$ cat config.mk
export PLATFORM = sky130hd
export DESIGN_NAME = piso_frame_tx_flat
export DESIGN_NICKNAME = d
export VERILOG_FILES = /design/src/rtl/piso_link_pkg.sv /design/src/rtl/piso_frame_tx_if.sv /design/src/rtl/shift_clk_div.sv /design/src/rtl/piso_frame_tx.sv /design/src/flat_wrapper.sv
export SDC_FILE = /design/constraint.sdc
export NUM_CORES = 1
export LEC_CHECK = 0
export BUFFER_PORTS_ARGS = -buffer_cell sky130_fd_sc_hd__buf_4
export CORE_ASPECT_RATIO = 1.4
export CORE_UTILIZATION = 40
export DETAILED_ROUTE_END_ITERATION = 6
export SYNTH_ARGS = -nofsm -noshare
export SYNTH_HDL_FRONTEND = slang
export SYNTH_HIERARCHICAL = 1
export SYNTH_SLANG_ARGS = --single-unit
$ cat constraint.sdc
create_clock -name clk -period 5 [get_ports clk]
set_input_delay 0.5 -clock clk [delete_from_list [all_inputs] [get_ports clk]]
set_output_delay 0.5 -clock clk [all_outputs]
set_load 0.005 [all_outputs]
$ cat src/rtl/piso_link_pkg.sv
// Shared definitions for the PISO readout link (transmitter and receiver capture).
package piso_link_pkg;

    localparam int LANES  = 10;
    localparam int WORD_W = 16;

    typedef enum logic [1:0] {
        ST_IDLE  = 2'd0,
        ST_LOAD  = 2'd1,
        ST_SHIFT = 2'd2,
        ST_DONE  = 2'd3
    } link_state_e;

    // LSB position of word k inside a flat LANES*WORD_W frame bus.
    function automatic int word_base(input int k, input int w);
        return k * w;
    endfunction

endpackage

$ cat src/rtl/piso_frame_tx_if.sv
// Frame request side and serial pin side of the PISO transmitter.
interface piso_frame_tx_if #(
    parameter int LANES  = piso_link_pkg::LANES,
    parameter int WORD_W = piso_link_pkg::WORD_W
);
    logic                      start;
    logic [LANES*WORD_W-1:0]   data_in;
    logic                      busy;
    logic                      done;
    logic                      load;
    logic                      shift_clk;
    logic [LANES-1:0]          q;

    modport master (
        output start, data_in,
        input  busy, done, load, shift_clk, q
    );

    modport slave (
        input  start, data_in,
        output busy, done, load, shift_clk, q
    );
endinterface

$ cat src/rtl/shift_clk_div.sv
// Half-period divider: counts DIV cycles per phase, toggles the shift clock
// phase and strobes the end of each high phase. Held cleared when disabled.
module shift_clk_div #(
    parameter int DIV = 4
) (
    input  logic clk,
    input  logic rst_n,
    input  logic en,
    input  logic clr,
    output logic tick,
    output logic fall,
    output logic phase
);
    localparam int CW = (DIV > 1) ? $clog2(DIV) : 1;

    logic [CW-1:0] cnt_q;
    logic          phase_q;

    assign tick  = en && (cnt_q == CW'(DIV - 1));
    assign fall  = tick && phase_q;
    assign phase = phase_q;

    // Count within a half-period; flip phase at its last cycle.
    always_ff @(posedge clk) begin
        if (!rst_n || !en || clr) begin
            cnt_q   <= '0;
            phase_q <= 1'b0;
        end else if (tick) begin
            cnt_q   <= '0;
            phase_q <= ~phase_q;
        end else begin
            cnt_q   <= cnt_q + CW'(1);
        end
    end

endmodule

$ cat src/rtl/piso_frame_tx.sv
// PISO link transmitter: latches one frame of LANES words, then shifts each
// word LSB first on its own lane with WORD_W rising edges of shift_clk.
module piso_frame_tx #(
    parameter int LANES  = piso_link_pkg::LANES,
    parameter int WORD_W = piso_link_pkg::WORD_W,
    parameter int DIV    = 4
) (
    input  logic           clk,
    input  logic           rst_n,
    piso_frame_tx_if.slave link
);
    import piso_link_pkg::*;

    localparam int BW = (WORD_W > 1) ? $clog2(WORD_W) : 1;

    link_state_e                     state_q, state_d;
    logic [LANES-1:0][WORD_W-1:0]    shadow_q;
    logic [LANES-1:0][WORD_W-1:0]    data_lane;
    logic [BW-1:0]                   bit_cnt_q;
    logic [BW-1:0]                   nxt_idx;
    logic                            last_bit;
    logic [LANES-1:0]                lane_b0, lane_bn;
    logic                            busy_q, done_q, load_q;
    logic                            busy_d, done_d, load_d;
    logic [LANES-1:0]                q_q, q_d;
    logic                            div_en, div_clr, div_tick, div_fall, phase;

    assign div_en   = (state_q == ST_LOAD) || (state_q == ST_SHIFT);
    assign div_clr  = (state_d != state_q);
    assign last_bit = (bit_cnt_q == BW'(WORD_W - 1));
    assign nxt_idx  = bit_cnt_q + BW'(1);

    shift_clk_div #(.DIV(DIV)) u_div (
        .clk   (clk),
        .rst_n (rst_n),
        .en    (div_en),
        .clr   (div_clr),
        .tick  (div_tick),
        .fall  (div_fall),
        .phase (phase)
    );

    // Per-lane word slicing and the bit each lane presents next.
    for (genvar k = 0; k < LANES; k++) begin : g_lane
        assign data_lane[k] = link.data_in[word_base(k, WORD_W) +: WORD_W];
        assign lane_b0[k]   = shadow_q[k][0];
        assign lane_bn[k]   = shadow_q[k][nxt_idx];
    end

    // State register plus registered outputs, all reset together.
    always_ff @(posedge clk) begin
        if (!rst_n) begin
            state_q <= ST_IDLE;
            busy_q  <= 1'b0;
            done_q  <= 1'b0;
            load_q  <= 1'b1;
            q_q     <= '0;
        end else begin
            state_q <= state_d;
            busy_q  <= busy_d;
            done_q  <= done_d;
            load_q  <= load_d;
            q_q     <= q_d;
        end
    end

    // Next state: LOAD for one half-period, SHIFT until the last high phase ends.
    always_comb begin
        state_d = state_q;
        case (state_q)
            ST_IDLE:  if (link.start)            state_d = ST_LOAD;
            ST_LOAD:  if (div_tick)              state_d = ST_SHIFT;
            ST_SHIFT: if (div_fall && last_bit)  state_d = ST_DONE;
            ST_DONE:                             state_d = ST_IDLE;
            default:                             state_d = ST_IDLE;
        endcase
    end

    // Output values for the coming state; q only moves on SHIFT entry or a falling shift_clk.
    always_comb begin
        busy_d = (state_d != ST_IDLE);
        done_d = (state_d == ST_DONE);
        load_d = (state_d != ST_SHIFT);
        q_d    = '0;
        if (state_d == ST_SHIFT) begin
            if (state_q == ST_LOAD)
                q_d = lane_b0;
            else if (div_fall)
                q_d = lane_bn;
            else
                q_d = q_q;
        end
    end

    // Shadow copy of the frame, taken only when a request is accepted.
    always_ff @(posedge clk) begin
        if (!rst_n)
            shadow_q <= '0;
        else if (state_q == ST_IDLE && link.start)
            shadow_q <= data_lane;
    end

    // Bit index within the frame; advances at each high->low of shift_clk.
    always_ff @(posedge clk) begin
        if (!rst_n || state_q != ST_SHIFT)
            bit_cnt_q <= '0;
        else if (div_fall && !last_bit)
            bit_cnt_q <= bit_cnt_q + BW'(1);
    end

    assign link.busy      = busy_q;
    assign link.done      = done_q;
    assign link.load      = load_q;
    assign link.shift_clk = phase;
    assign link.q         = q_q;

endmodule

$ cat src/flat_wrapper.sv
// flat-port wrapper written by rule: the top's interface ports become plain ports
module piso_frame_tx_flat import piso_link_pkg::*;
#(
    parameter int LANES  = piso_link_pkg::LANES,
    parameter int WORD_W = piso_link_pkg::WORD_W,
    parameter int DIV    = 4
)
  (clk, rst_n, link_start, link_data_in, link_busy, link_done, link_load, link_shift_clk, link_q);
  piso_frame_tx_if #(.LANES(LANES), .WORD_W(WORD_W)) link_i ();
  input  logic clk;
  input  logic rst_n;
  input wire logic [$bits(link_i.start)-1:0] link_start;
  input wire logic [$bits(link_i.data_in)-1:0] link_data_in;
  output wire logic [$bits(link_i.busy)-1:0] link_busy;
  output wire logic [$bits(link_i.done)-1:0] link_done;
  output wire logic [$bits(link_i.load)-1:0] link_load;
  output wire logic [$bits(link_i.shift_clk)-1:0] link_shift_clk;
  output wire logic [$bits(link_i.q)-1:0] link_q;
  assign link_i.start = link_start;
  assign link_i.data_in = link_data_in;
  assign link_busy = link_i.busy;
  assign link_done = link_i.done;
  assign link_load = link_i.load;
  assign link_shift_clk = link_i.shift_clk;
  assign link_q = link_i.q;
  piso_frame_tx #(.LANES(LANES), .WORD_W(WORD_W), .DIV(DIV)) u_core (.clk(clk), .rst_n(rst_n), .link(link_i));
endmodule
### After elaboration in Yosys (flattened, before gate mapping)

Index checks and enable logic that the tools add are counted.

| storage, ports and cells | value |
|---|---|
| register bits | 182 |
| bits in latches | 0 |
| bits in writable memories | 0 |
| ROM bits | 0 |
| input port bits | 163 |
| output and inout port bits | 14 |
| logic and storage cells | 75 |
| memories | 0 |

| cells by class | value |
|---|---|
| add/subtract/negate cells | 2 |
| multiply operators | 0 |
| divide/modulo/power cells | 0 |
| magnitude comparators | 1 |
| equal/unequal tests | 10 |
| shifts and indexed selects | 0 |
| muxes and demuxes | 26 |
| bitwise gates (word level) | 1 |
| reductions and logical operators | 17 |

Operators with widths:

| operator | count |
|---|---|
| $bmux W1 S4 | 10 |
| $mux W10 | 2 |
| $eq A2 B2 Y1 const B | 5 |
| $mux W1 | 10 |
| $pmux W2 S4 | 1 |
| $mux W2 | 3 |
| $logic_and A1 B1 Y1 | 5 |
| $lt A4 B5 Y1 const B | 1 |
| $add A4 B1 Y4 const B | 1 |
| $eq A4 B4 Y1 const B | 1 |
| $logic_or A1 B1 Y1 | 4 |
| $ne A2 B2 Y1 const B | 2 |
| $reduce_bool A2 Y1 | 2 |
| $logic_not A1 Y1 | 3 |
| $add A2 B1 Y2 const B | 1 |
| $eq A2 B1 Y1 const B | 1 |
| $logic_not A2 Y1 | 1 |
| $ne A2 B2 Y1 | 1 |
| $reduce_and A2 Y1 | 1 |
| $reduce_or A2 Y1 | 1 |
| $not A1 Y1 | 1 |

### Longest topological paths before layout

Gate-level depths: netlist (run 1).

| logic depth | value |
|---|---|
| depth in word-level cells | 10 |
| depth in mapped cells | 10 |
| gate-level depth less buffers | 10 |

### Modules after synthesis

Netlist (run 1), hierarchy kept.

By module, submodules not included:

| module | times used | cells each | area each (sq um) | seq. area each (sq um) |
|---|---|---|---|---|
| piso_frame_tx | 1 | 979 | 8,231.6 | 3,583.4 |
| shift_clk_div | 1 | 11 | 125.1 | 60.1 |

### Worst setup path before layout (run 1)

No wires, ideal clock.

| timing | value |
|---|---|
| path type | reg-to-reg |
| start | reg u_core.state_q[0] |
| end | reg u_core.u_div.cnt_q[1] |
| setup time | 0.073 ns |
| data arrival time | 2.202 ns |
| required time | 4.927 ns |
| slack | 2.725 ns |
| stages on the path, launching flop included | 10 |
| path buffers | 0 |
| clock period less this slack | 2.275 ns |
| cells stage by stage | dfxtp_1 inv_1 ha_1 and3_2 and3_1 a311oi_2 mux2i_1 o211ai_1 nand3b_1 nor3b_2 |

| between the ends | value |
|---|---|
| word-level cells in the longest chain between the ends | 10 |
| elaborated cells between the ends (all ways) | 17 |
| those cells by class | eq/ne (4); mux (4); reduce/logical (9) |

RTL lines:

| item | RTL line | text |
|---|---|---|
| start: declaration | piso_frame_tx.sv:16 | `link_state_e state_q, state_d;` |
| start signal: assignment | piso_frame_tx.sv:59 | `state_q <= state_d;` |
| $eq A2 B1 Y1 or $eq A2 B2 Y1 (tied branches) | piso_frame_tx.sv:28 | `assign div_en = (state_q == ST_LOAD) \|\| (state_q == ST_SHIFT);` |
| $logic_or A1 B1 Y1 (*) | piso_frame_tx.sv:28 |  |
| net u_core.div_en | piso_frame_tx.sv:26 | `logic div_en, div_clr, div_tick, div_fall, phase;` |
| $logic_and A1 B1 Y1 (*) | shift_clk_div.sv:19 | `assign tick = en && (cnt_q == CW'(DIV - 1));` |
| $logic_and A1 B1 Y1 (*) | shift_clk_div.sv:20 | `assign fall = tick && phase_q;` |
| net u_core.div_fall | piso_frame_tx.sv:26 |  |
| $logic_and A1 B1 Y1 (*) | piso_frame_tx.sv:73 | `ST_SHIFT: if (div_fall && last_bit) state_d = ST_DONE;` |
| $mux W2 (*) | piso_frame_tx.sv:73 |  |
| $pmux W2 S4 (*) | piso_frame_tx.sv:70 | `case (state_q)` |
| $ne A2 B2 Y1 (*) | piso_frame_tx.sv:29 | `assign div_clr = (state_d != state_q);` |
| net u_core.div_clr | piso_frame_tx.sv:26 |  |
| $logic_or A1 B1 Y1 (*) | shift_clk_div.sv:25 | `if (!rst_n \|\| !en \|\| clr) begin` |
| $reduce_or A2 Y1 (no line) (*) | -- |  |
| end signal: assignment | shift_clk_div.sv:32 | `cnt_q <= cnt_q + CW'(1);` |
| end: declaration | shift_clk_div.sv:16 | `logic [CW-1:0] cnt_q;` |

The timed path passes the listed nets; every way through them passes the cells marked *.
A chain may end at the register's enable or synchronous reset.

### Worst setup path in the final report (run 1)

| timing | value |
|---|---|
| start | reg u_core.bit_cnt_q[1] |
| end | reg u_core.q_q[9] (netlist: u_core/link.q[9]) |

| between the ends | value |
|---|---|
| word-level cells in the longest chain between the ends | 6 |
| elaborated cells between the ends (all ways) | 11 |
| those cells by class | add/sub (1); eq/ne (2); mux (6); reduce/logical (2) |

RTL lines:

| item | RTL line | text |
|---|---|---|
| start: declaration | piso_frame_tx.sv:19 | `logic [BW-1:0] bit_cnt_q;` |
| start signal: assignment | piso_frame_tx.sv:108 | `bit_cnt_q <= bit_cnt_q + BW'(1);` |
| parallel branches: the longest is 6 deep, another holds $add A4 B1 Y4 | -- |  |
| end signal: assignment | piso_frame_tx.sv:63 | `q_q <= q_d;` |
| end: declaration | piso_frame_tx.sv:25 | `logic [LANES-1:0] q_q, q_d;` |

Parallel ways; which one is timed is not known. The select of a mux whose other input is x is not followed.

==> summary.txt, run 1 <==
Synthesis
  • Number of synthesized register bits: roughly 180
  • Synth Area in Compound Gates: 19.2%
  • Adder-Cell Fraction of Synth Area: 0.898%
  • Synth unique cells: 37
  • Synth top area cells: dfxtp_1 (44%), nand2_1 (15%), a21boi_0 (14%)
  • Number of warnings issued by yosys: 6
  • Post-Syn Area: 8360 um2
  • Post-synth EDFFs: 0
  • Post-Synthesis Cells: 990
  • Cell accounting for the most synthesized area: dfxtp_1
  • Main flop type after synthesis: dfxtp_1
  • FFs w/ async S/R, synth: 0%
  • Post-Synth Simple-Gate Area: 21.9%
  • Post-synthesis sequential area ratio: 43.6%
  • Syn avg cell area: 8.44 um2
  • Mux cell area share after synthesis: 9.40%
  • Net count after synthesis: 1159
  • Largest family of logic cells by synthesized area: simple AND/OR/NAND/NOR gates
  • Cell with the most instances after synthesis: nand2_1
  • Most frequent cells after synthesis: nand2_1 (345), dfxtp_1 (182), a21boi_0 (160)
  • Post-synthesis xor/xnor area fraction: less than 1%
  • Share of the synthesized area in the top cell type: roughly 44%

Setup path
  • Setup crit start kind: flip-flop
  • CP max FO: 21
  • Top delay family on crit path: XOR/XNOR gates
  • CP Capture Type: flip-flop
  • CP cell instances: ha_4 -> xnor2_2 -> nand2b_1 -> o22ai_1 -> or4_1 -> a211oi_1
  • CP bufs+invs: 0
  • Setup Crit Path Kind: flip-flop to flip-flop
  • Slowest cell on crit path: xnor2_2
  • CP max stage delay: around 0.90 ns
  • Worst Path Required: ~5.3 ns
  • Crit path DAT: 3.21 ns

Timing
  • Hold Violations, Final: 0
  • RSZ-0062 raised after global routing: false
  • Final Setup Violations: 0
  • Setup ws final: between 2 and 2.5 ns
  • Clock Skew: 0.00846 ns
  • Fin Hold WS: 0.326 ns
  • Min Tclk post-route: 2.93 ns
  • TNS Setup: 0 ns
  • Slew Limit Fails: 0
  • Worst slew margin: about a fifth
  • Worst-margin pin slew: 1.19 ns
  • Period utilization: roughly three fifths
  • Fmax: 341 MHz

Clocking
  • Root Buffer: clkbuf_16
  • CTS tree: built
  • Total CTS buffers: 17
  • CTS clk-pin slew, worst paths: 0.06 ns
  • Clk buf depth: 2
  • Cts hold-fix bufs: 0
  • H-tree depth: 4
  • Num Clock Sinks: 182
  • Skew-Pair Late Insertion Delay: 0.43 ns
  • Setup Buffers After CTS: 0
  • CTS resizes: 0

Routing
  • Routed len/inst: 16.0 um
  • Drt pass-1 iters: 5
  • DRC viols: 0
  • DR iter-0 viols: 438
  • Antenna viol nets, final: 0
  • Via count: 7035
  • DRT Wirelength: 22.2 mm
  • DR vias/cell: 5.08

Placed design
  • Dpl ws: 2.14 ns
  • Routability cong.: 0.786
  • Number of I/O port buffers: ~180
  • Area after DPL: 9770 um2
  • Dpl hpwl: approximately 14 mm
  • Placed cells: 1352

Finish
  • Layout Nets: 1284
  • Layout area overhead: 23.4%
  • Post-layout util: 50.4%
  • Final design area excluding fillers: between 10000 and 15000 um2
  • Final cell count without fillers: 1384
  • Share of layout cells above drive strength 1: 23.5%

Run
  • Max-capacitance violation count: 0

Power and ir drop
  • Pwr Total: 3.23 mW
  • Pwr per Cell Area: ~310 nW/um2
  • Leakage: 4.04 nW
  • Worst VDD drop: 247 uV

Die
  • Std cell rows: 62
  • Core box area: 20500 um2
  • DIE HEIGHT: between 150 and 200 um
  • Initial Util: 40.8%
  • IO Pins: 177
  • Die W: 124 um
  • Die area: ~21000 um2

Run status
  • Status: finished, final reports clean

Global routing
  • Global-route wire length before repair: 34.7 mm
  • Gr ovfl total: 0
  • Tot GR Track Use: 21.1%
  • Vias in the first global route: ~6700
  • Initial antenna violation count: 1
  • Pin count of the biggest net entering global routing: around 110

Min path
  • Hold Path Class: primary input to flip-flop
==> state kept, by name, summed over array words and instances, names as in the netlist <==
signal / cells
u_core/shadow_q: 150
u_core/lane_b0: 10
u_core/link.q: 10
u_core/bit_cnt_q: 4
u_core/state_q: 2
u_core/u_div/cnt_q: 2
u_core/link.busy: 1
u_core/link.done: 1
u_core/link.load: 1
u_core/u_div/phase: 1
==> worst reg2reg max path, stage by stage (launching register included) <==
cell	delay, ns
dfxtp_1	0.34
ha_4	0.20
xnor2_2	0.90
nand2b_1	0.74
o22ai_1	0.38
or4_1	0.16
a211oi_1	0.06
==> per-layer routing <==
| layer | track usage (%) | share of wire [%] | vias to the layer above |
|---|---|---|---|
| met1 | 26.2 | 43 | 3264 |
| li1 | - | - | 3589 |
| met4 | 7.39 | 1.8 | 0 |
| met2 | 36.1 | 51 | 159 |
| met5 | 0 | 0 | - |
| met3 | 3.69 | 3.6 | 23 |
==> area by class of cell <==
cell class | count | area, um2
inverter | 4 | 15.0
timing repair buffer | 183 | 1370
clock buffer | 22 | 464
antenna | 1 | 2.50
sequential | 182 | 3640
clock inverter | 9 | 78.8
tap | 256 | 320
multi-input combinational | 727 | 4410
fill | 2040 | 10200
==> cells by family (layout without fill, tap and decap cells) <==
| logic type | after synthesis | in the layout |
|---|---|---|
| fa+ha+maj | 6 | 6 |
| other cells | 0 | 1 |
| compound gates | 223 | 223 |
| xor+xnor | 7 | 7 |
| mux | 51 | 51 |
| flops | 182 | 182 |
| buf+inv | 81 | 218 |
| simple gates | 440 | 440 |
==> path summary, 6_finish.rpt <==
path                         start               endpoint  slack, ns  cells past startpoint
max reg2reg    u_core/bit_cnt_q[1]       u_core/link.q[9]       2.07                      6
min reg2reg  u_core/u_div/cnt_q[0]  u_core/u_div/cnt_q[0]       0.43                      1
max            u_core/bit_cnt_q[1]       u_core/link.q[9]       2.07                      6
min              link_data_in[140]   u_core/shadow_q[140]       0.33                      3
==> power by group <==
group	leakage (nW)	total (mW)	switching, mW	internal, mW
combinational	2.28	0.390	0.196	0.194
sequential	1.49	1.59	0.0486	1.54
clock	0.266	1.26	0.551	0.706
total	4.04	3.23	0.796	2.44
==> placed cells by master (no fill, tap or decap), types with 10 or more instances in the layout <==
cell | Yosys | layout
nor2b_1 | 21 | 21
nor3_1 | 12 | 12
and3_1 | 12 | 12
buf_4 | 8 | 183
mux4_2 | 20 | 20
nor2_1 | 25 | 25
mux2i_1 | 11 | 11
a21oi_1 | 24 | 24
dfxtp_1 | 182 | 181
a21boi_0 | 160 | 160
a211oi_1 | 21 | 21
nand2_1 | 345 | 344
clkbuf_16 | 0 | 17
or4_1 | 10 | 10
o22ai_1 | 10 | 10
mux2_2 | 20 | 20
(Power assumes the default switching activity.)
==> inputs of run 2 (changes only) <==
ABC_AREA = 1   (was default)
clock period = 2.4 ns   (was 5 ns; I/O delays follow)
==> run 2 against run 1 <==
Critical path depth rose by 6. Largest cell class is now sequential cells. Synthesized cell count rose by 19%. Die area fell by 2.0%. Utilization rose by 1.3 points. Maximum frequency rose by 41%. Final area rose by 0.21%. Hold slack got worse by 0.24 ns. First-iteration DRC count fell by 24%. Sequential power rose by 150%. Setup slack got worse by 1.7 ns.
==> summary.txt, run 2 <==
Run status
  • Status: finished, final reports clean

Routing
  • Routed len/inst: 14.2 um (-11%)
  • Via count: 7840 (+11%)
  • Met2 wire length: 11.4 mm (+0.38%)
  • DR iter-0 viols: 334 (-24%)
  • Antenna viol nets, final: 0 (unchanged)
  • Max Used Layer: met4
  • Routed met1 length: 9.80 mm (+1.9%)
  • DR vias/cell: 4.97 (-2.3%)
  • DRT Wirelength: 22.5 mm (+1.1%)
  • DRC viols: 0 (unchanged)
  • Met3 WL: 940 um (+18%)
  • Drt pass-1 iters: 5 (unchanged)

Setup path
  • CP max FO: 5 (-76%)
  • Reg2Reg Launch Point: u_core/state_q[0]
  • RR Endpoint: u_core/u_div/cnt_q[0]
  • R2R Setup Slk: 0.32 ns (-1.75 ns)
  • End of the critical path: u_core/u_div/cnt_q[0]
  • Worst Path Required: 2.76 ns (-2.51 ns)
  • Setup Crit Path Kind: flip-flop to flip-flop
  • CP Capture Type: flip-flop
  • Setup crit start: u_core/state_q[0]
  • Setup crit start kind: flip-flop
  • Reg2Reg Depth: 12 (+6)
  • Crit path DAT: 2.44 ns (-0.77 ns)

Timing
  • TNS Setup: 0 ns (unchanged)
  • Fmax: 481 MHz (+41%)
  • Worst slew margin: 57.8% (+38 points)
  • Min Tclk post-route: 2.08 ns (-0.854 ns)
  • Slew Limit Fails: 0 (unchanged)
  • Fin Hold WS: 0.0862 ns (-0.240 ns)
  • Worst-margin pin slew: 0.633 ns (-0.559 ns)
  • Final Setup Violations: 0 (unchanged)
  • Clock Skew: 0.0103 ns (+0.00179 ns)
  • RSZ-0062 raised after global routing: false
  • Period utilization: 86.6% (+28 points)
  • Hold Violations, Final: 0 (unchanged)

Finish
  • Share of layout cells above drive strength 1: 19.1% (-4.4 points)
  • Most common cell after layout, fill and taps aside: buf_4
  • Max reg flops: 150 (unchanged)
  • Layout area overhead: 26.2%
  • Diode count: 0 (-1)
  • Layout Nets: 1483 (+15%)
  • Final cell count without fillers: 1579 (+14%)
  • Post-layout util: 51.7% (+1.3 points)
  • Largest register by flop count: u_core/shadow_q
  • Final design area excluding fillers: 10300 um2 (+0.21%)
  • Commonest non-fill, non-tap cells in the layout: buf_4 (199), nand2_1 (192), dfxtp_1 (181), a21oi_1 (174), o21ai_0 (167)

Global routing
  • Gr ovfl total: 0 (unchanged)
  • Global-route wire length before repair: 36.1 mm (+4.1%)
  • Initial antenna violation count: 0 (-1)
  • Tot GR Track Use: 21.9% (+0.79 points)
  • Vias in the first global route: 7484 (+11%)
  • Pin count of the biggest net entering global routing: 113 (+3.7%)

Die
  • Die area: 21100 um2 (-2.0%)
  • Die W: 123 um (-1.0%)
  • IO Pins: 177 (unchanged)
  • Core box area: 20000 um2 (-2.4%)
  • DIE HEIGHT: 171 um (-1.0%)
  • Std cell rows: 61 (-1.6%)
  • Initial Util: 40.9% (+0.13 points)

Power and ir drop
  • Pwr per Cell Area: 900 nW/um2 (+190%)
  • Sw Pwr: 3.08 mW (+290%)
  • Worst VDD drop: 456 uV (+84%)
  • Clk pwr share: 29.6% (-9.3 points)
  • Switch share: 33.1% (+8.5 points)
  • Power Internal: 6.22 mW (+160%)
  • Part of the power in combinational logic: 28.4% (+16 points)
  • Reg power frac: 42.0% (-7.1 points)
  • Leakage: 4.60 nW (+14%)

Synthesis
  • Synth top area cells: dfxtp_1 (45%), a21oi_1 (11%), o21ai_0 (10%)
  • Number of warnings issued by yosys: 6 (unchanged)
  • Post-synthesis sequential area ratio: 44.5% (+0.91 points)
  • FFs w/ async S/R, synth: 0% (unchanged)
  • Main flop type after synthesis: dfxtp_1
  • Cell accounting for the most synthesized area: dfxtp_1
  • Syn avg cell area: 6.95 um2 (-18%)
  • Most frequent cells after synthesis: nand2_1 (194), dfxtp_1 (182), a21oi_1 (174)
  • Number of synthesized register bits: 182 (unchanged)
  • Post-synth EDFFs: 0 (unchanged)
  • Share of the synthesized area in the top cell type: 44.5% (+0.91 points)
  • Post-Synthesis Cells: 1178 (+19%)
  • Synth unique cells: 21 (-43%)
  • Post-Syn Area: 8190 um2 (-2.0%)
  • Net count after synthesis: 1347 (+16%)
  • Cell with the most instances after synthesis: nand2_1

Clocking
  • CTS tree: built
  • Clk buf depth: 2 (unchanged)
  • CTS clk-pin slew, worst paths: 0.07 ns (about the same)
  • H-tree depth: 4 (unchanged)
  • Root Buffer: clkbuf_16
  • Setup Buffers After CTS: 0 (unchanged)
  • Skew-Pair Late Insertion Delay: 0.43 ns (about the same)
  • Num Clock Sinks: 182 (unchanged)
  • Total CTS buffers: 17 (unchanged)

Run
  • Max-capacitance violation count: 0 (unchanged)

Placed design
  • Placed cells: 1547 (+14%)
  • Dpl hpwl: 15.1 mm (+4.5%)
  • Number of I/O port buffers: 176 (unchanged)
  • Routability cong.: 0.773 (-1.7%)
  • Area after DPL: 9740 um2 (-0.23%)

Min path
  • Hold Path Class: primary input to flip-flop
run 2: layout make-up:
| cell class | instances | area [um2] |
|---|---|---|
| clock buffer | 17 | 425 |
| clock inverter | 15 | 161 |
| fill | 2069 | 9660 |
| inverter | 168 | 631 |
| multi-input combinational | 739 | 3520 |
| sequential | 182 | 3650 |
| tap | 252 | 315 |
| timing repair buffer | 206 | 1630 |
run 2: cells by family after synthesis:
kind of cell / synth area share (%)
adder cells (fa/ha/maj): 0.917
AO/OA/AOI/OAI: 21.3
flip-flops: 44.5
AND/OR/NAND/NOR: 19.9
XOR/XNOR: 0.428
buffers and inverters: 13.0
run 2: timing repair:
action	in CTS	in global routing
hold buffers	0	0
endpoints found under the setup margin	0	7
gates resized for setup	0	1
run 2: through the flow:
stage | worst slack [ns] | total power [mW]
floorplan | 0.599 | 5.73
global placement | 0.298 | 6.57
detailed placement | 0.207 | 6.62
CTS | 0.189 | 9.39
global route | 0.0794 | 9.95
finish | 0.321 | 9.30
run 2: layer usage:
layer	vias up	track usage, %
met3	17	3.95
met4	0	6.47
met5	-	0
li1	4082	-
met2	165	38.9
met1	3576	26.6
run 2: how the worst min path moves through the flow:
stage	endpoint	slack [ns]	startpoint	cells past startpoint
after floorplan	u_core/u_div/cnt_q[0]	0.40	u_core/u_div/cnt_q[0]	1
after global placement	u_core/u_div/cnt_q[0]	0.41	u_core/u_div/cnt_q[0]	1
after detailed placement	u_core/u_div/cnt_q[0]	0.41	u_core/u_div/cnt_q[0]	1
after CTS	u_core/shadow_q[21]	0.07	link_data_in[21]	3
after global routing	u_core/shadow_q[131]	0.08	link_data_in[131]	3
final	u_core/shadow_q[21]	0.09	link_data_in[21]	3
run 2: power groups by stage:
stage	Combinational (mW)	Sequential (mW)	Clock, mW
after floorplan	1.81	3.93	0
after global placement	2.61	3.95	0
after detailed placement	2.65	3.97	0
after CTS	2.66	3.91	2.82
after global routing	3.04	3.97	2.95
final	2.64	3.90	2.76
run 2: worst max-delay path, cell delays in order, from the launching register on:
cell and delay [ns]:
dfxtp_1 0.42, inv_1 0.13, ha_1 0.34, nand3_1 0.11
inv_1 0.16, nand2_1 0.08, o211ai_1 0.22, o21ai_2 0.14
nand2_1 0.09, nand3_1 0.08, nor2_2 0.13, nand2_1 0.07
nor2_1 0.08
==> inputs of run 3 (changes only) <==
RECOVER_POWER = 100   (was default)
==> run 3 against run 2 <==
Critical path depth did not move. Register-to-register slack got worse by 0.02 ns. Maximum frequency fell by 0.91%. Clock-buffer cell count unchanged. Non-clock buffer count is the same. Utilization down 0.61 points. Clock skew is essentially flat. Final area fell by 1.2%.
==> summary.txt, run 3 (synthesis results as in run 2) <==
Timing
  • Min Tclk post-route: 2.10 ns (+0.0190 ns)
  • Slew Limit Fails: 0 (unchanged)
  • Worst slew margin: 53.5% (-4.3 points)
  • Fmax: 477 MHz (-0.91%)
  • Clock Skew: 0.00984 ns (-0.000412 ns)
  • Final Setup Violations: 0 (unchanged)
  • Worst-margin pin slew: 0.698 ns (+0.0645 ns)
  • TNS Setup: 0 ns (unchanged)
  • Period utilization: 87.4% (+0.79 points)
  • Setup ws final: 0.302 ns (-0.0190 ns)
  • Hold Violations, Final: 0 (unchanged)
  • Fin Hold WS: 0.0863 ns (+0.0000592 ns)
  • RSZ-0062 raised after global routing: false

Global routing
  • Global-route wire length before repair: 36.1 mm (unchanged)
  • Tot GR Track Use: 21.9% (unchanged)
  • Vias in the first global route: 7484 (unchanged)
  • Initial antenna violation count: 0 (unchanged)
  • Pin count of the biggest net entering global routing: 113 (unchanged)
  • Gr ovfl total: 0 (unchanged)

Placed design
  • Routability cong.: 0.773 (unchanged)
  • Area after DPL: 9740 um2 (unchanged)
  • Placed cells: 1547 (unchanged)
  • Number of I/O port buffers: 176 (unchanged)
  • Dpl hpwl: 15.1 mm (unchanged)
  • Dpl ws: 0.207 ns (unchanged)

Routing
  • DR iter-0 viols: 332 (-0.60%)
  • Drt pass-1 iters: 5 (unchanged)
  • DRC viols: 0 (unchanged)
  • Routed len/inst: 14.2 um (-0.17%)
  • DR vias/cell: 4.96 (-0.20%)
  • Antenna viol nets, final: 0 (unchanged)
  • DRT Wirelength: 22.4 mm (-0.17%)
  • Via count: 7824 (-0.20%)

Setup path
  • CP max stage delay: 0.42 ns (about the same)
  • R2R Setup Slk: 0.30 ns (-0.02 ns)
  • CP max FO: 5 (unchanged)
  • Crit path top cell by count: nand2_1
  • CP cell instances: inv_1 -> ha_1 -> nand3_1 -> inv_1 -> nand2_1 -> o211ai_1 -> o21ai_2 -> nand2_1 -> nand3_1 -> nor2_1 -> nand2_1 -> nor2_1
  • CP Capture Type: flip-flop
  • RR Endpoint: u_core/u_div/cnt_q[0]
  • Crit path DAT: 2.46 ns (+0.02 ns)
  • Worst Path Required: 2.76 ns (about the same)
  • Setup crit start kind: flip-flop
  • Setup Crit Path Kind: flip-flop to flip-flop
  • Reg2Reg Depth: 12 (unchanged)
  • Slowest cell on crit path: dfxtp_1
  • Reg2Reg Launch Point: u_core/state_q[0]

Clocking
  • CTS tree: built
  • Root Buffer: clkbuf_16
  • Setup Buffers After CTS: 0 (unchanged)
  • Clk buf depth: 2 (unchanged)
  • H-tree depth: 4 (unchanged)
  • Cts hold-fix bufs: 0 (unchanged)
  • CTS clk-pin slew, worst paths: 0.07 ns (about the same)
  • Num Clock Sinks: 182 (unchanged)
  • Skew-Pair Late Insertion Delay: 0.42 ns (about the same)
  • Total CTS buffers: 17 (unchanged)

Finish
  • Layout Nets: 1483 (unchanged)
  • Final design area excluding fillers: 10200 um2 (-1.2%)
  • Most common cell after layout, fill and taps aside: nand2_1
  • Largest register by flop count: u_core/shadow_q
  • Final cell count without fillers: 1579 (unchanged)
  • Max reg flops: 150 (unchanged)
  • Diode count: 0 (unchanged)
  • Share of layout cells above drive strength 1: 17.3% (-1.7 points)
  • Commonest non-fill, non-tap cells in the layout: nand2_1 (192), dfxtp_1 (181), buf_4 (178), a21oi_1 (176), o21ai_0 (167)
  • Layout area overhead: 24.7%

Min path
  • Worst Hold Launch: link_data_in[21]
  • Hold EP: u_core/shadow_q[21]
  • Hold Path Class: primary input to flip-flop
  • Hold path depth: 3 (unchanged)

Die
  • Core box area: 20000 um2 (unchanged)
  • Die area: 21100 um2 (unchanged)
  • IO Pins: 177 (unchanged)
  • Die W: 123 um (unchanged)
  • Std cell rows: 61 (unchanged)
  • DIE HEIGHT: 171 um (unchanged)
  • Initial Util: 40.9% (unchanged)

Run
  • Max-capacitance violation count: 0 (unchanged)

Power and ir drop
  • Leakage: 4.51 nW (-2.0%)
  • Worst VDD drop: 454 uV (-0.43%)
  • Pwr per Cell Area: 900 nW/um2 (about the same)

Run status
  • Status: finished, final reports clean
-- run 3: changes by cell type in the layout (fill, tap and decap cells not counted) --
cell / previous run / this run
buf_4: 199 / 178
clkbuf_1: 0 / 20
buf_12: 7 / 4
a21oi_1: 174 / 176
a21oi_2: 2 / 0
clkbuf_4: 0 / 2
buf_6: 0 / 1
clkbuf_2: 0 / 1
nor2_1: 39 / 40
nor2_2: 2 / 1
-- run 3: final cells by class --
| class | count | area, um2 |
|---|---|---|
| Inverter | 168 | 631 |
| Multi-Input combinational cell | 739 | 3510 |
| Clock inverter | 15 | 161 |
| Fill cell | 2098 | 9780 |
| Sequential cell | 182 | 3650 |
| Tap cell | 252 | 315 |
| Clock buffer | 17 | 425 |
| Timing Repair Buffer | 206 | 1520 |
-- run 3: worst max path at each step --
stage	startpoint	slack, ns	to
after floorplan	u_core/state_q[0]	0.60	u_core/u_div/cnt_q[0]
after global placement	u_core/state_q[0]	0.30	u_core/link.q[5]
after detailed placement	u_core/state_q[0]	0.21	u_core/link.q[3]
after CTS	u_core/state_q[0]	0.19	u_core/link.q[3]
after global routing	u_core/state_q[0]	0.06	u_core/u_div/cnt_q[1]
final	u_core/state_q[0]	0.30	u_core/u_div/cnt_q[0]
-- run 3: repair_timing --
action,in CTS,in global routing
endpoints found under the hold margin,0,0
gates resized for setup,0,1
endpoints found under the setup margin,0,7
-- run 3: critical path: cells and delay by family, from the launching register on --
family | cells | cell delay, ns
adders and majority gates | 1 | 0.34
buffers and inverters | 2 | 0.30
AOI/OAI and AO/OA | 2 | 0.36
and+or+nand+nor | 7 | 0.63
DFF | 1 | 0.42
-- run 3: layer usage --
layer,vias up,wire length [um],GRT usage (%)
met5,-,0,0
met2,165,11400,38.9
met4,0,293,6.47
met1,3561,9800,26.6
li1,4081,-,-
met3,17,927,3.95
-- run 3: power breakdown --
group	switching [mW]	internal (mW)	leakage (nW)	total, mW
clock	1.28	1.48	0.290	2.76
sequential	0.193	3.71	1.50	3.90
combinational	1.59	0.939	2.71	2.53
total	3.06	6.13	4.51	9.19
-- run 3: per-stage QoR --
stage / total power, mW / util (%)
after floorplan: 5.73 / -
final: 9.19 / 51.1
after global placement: 6.57 / 48.7
after CTS: 9.39 / 51.7
after detailed placement: 6.62 / 48.7
after global routing: 9.85 / 51.1
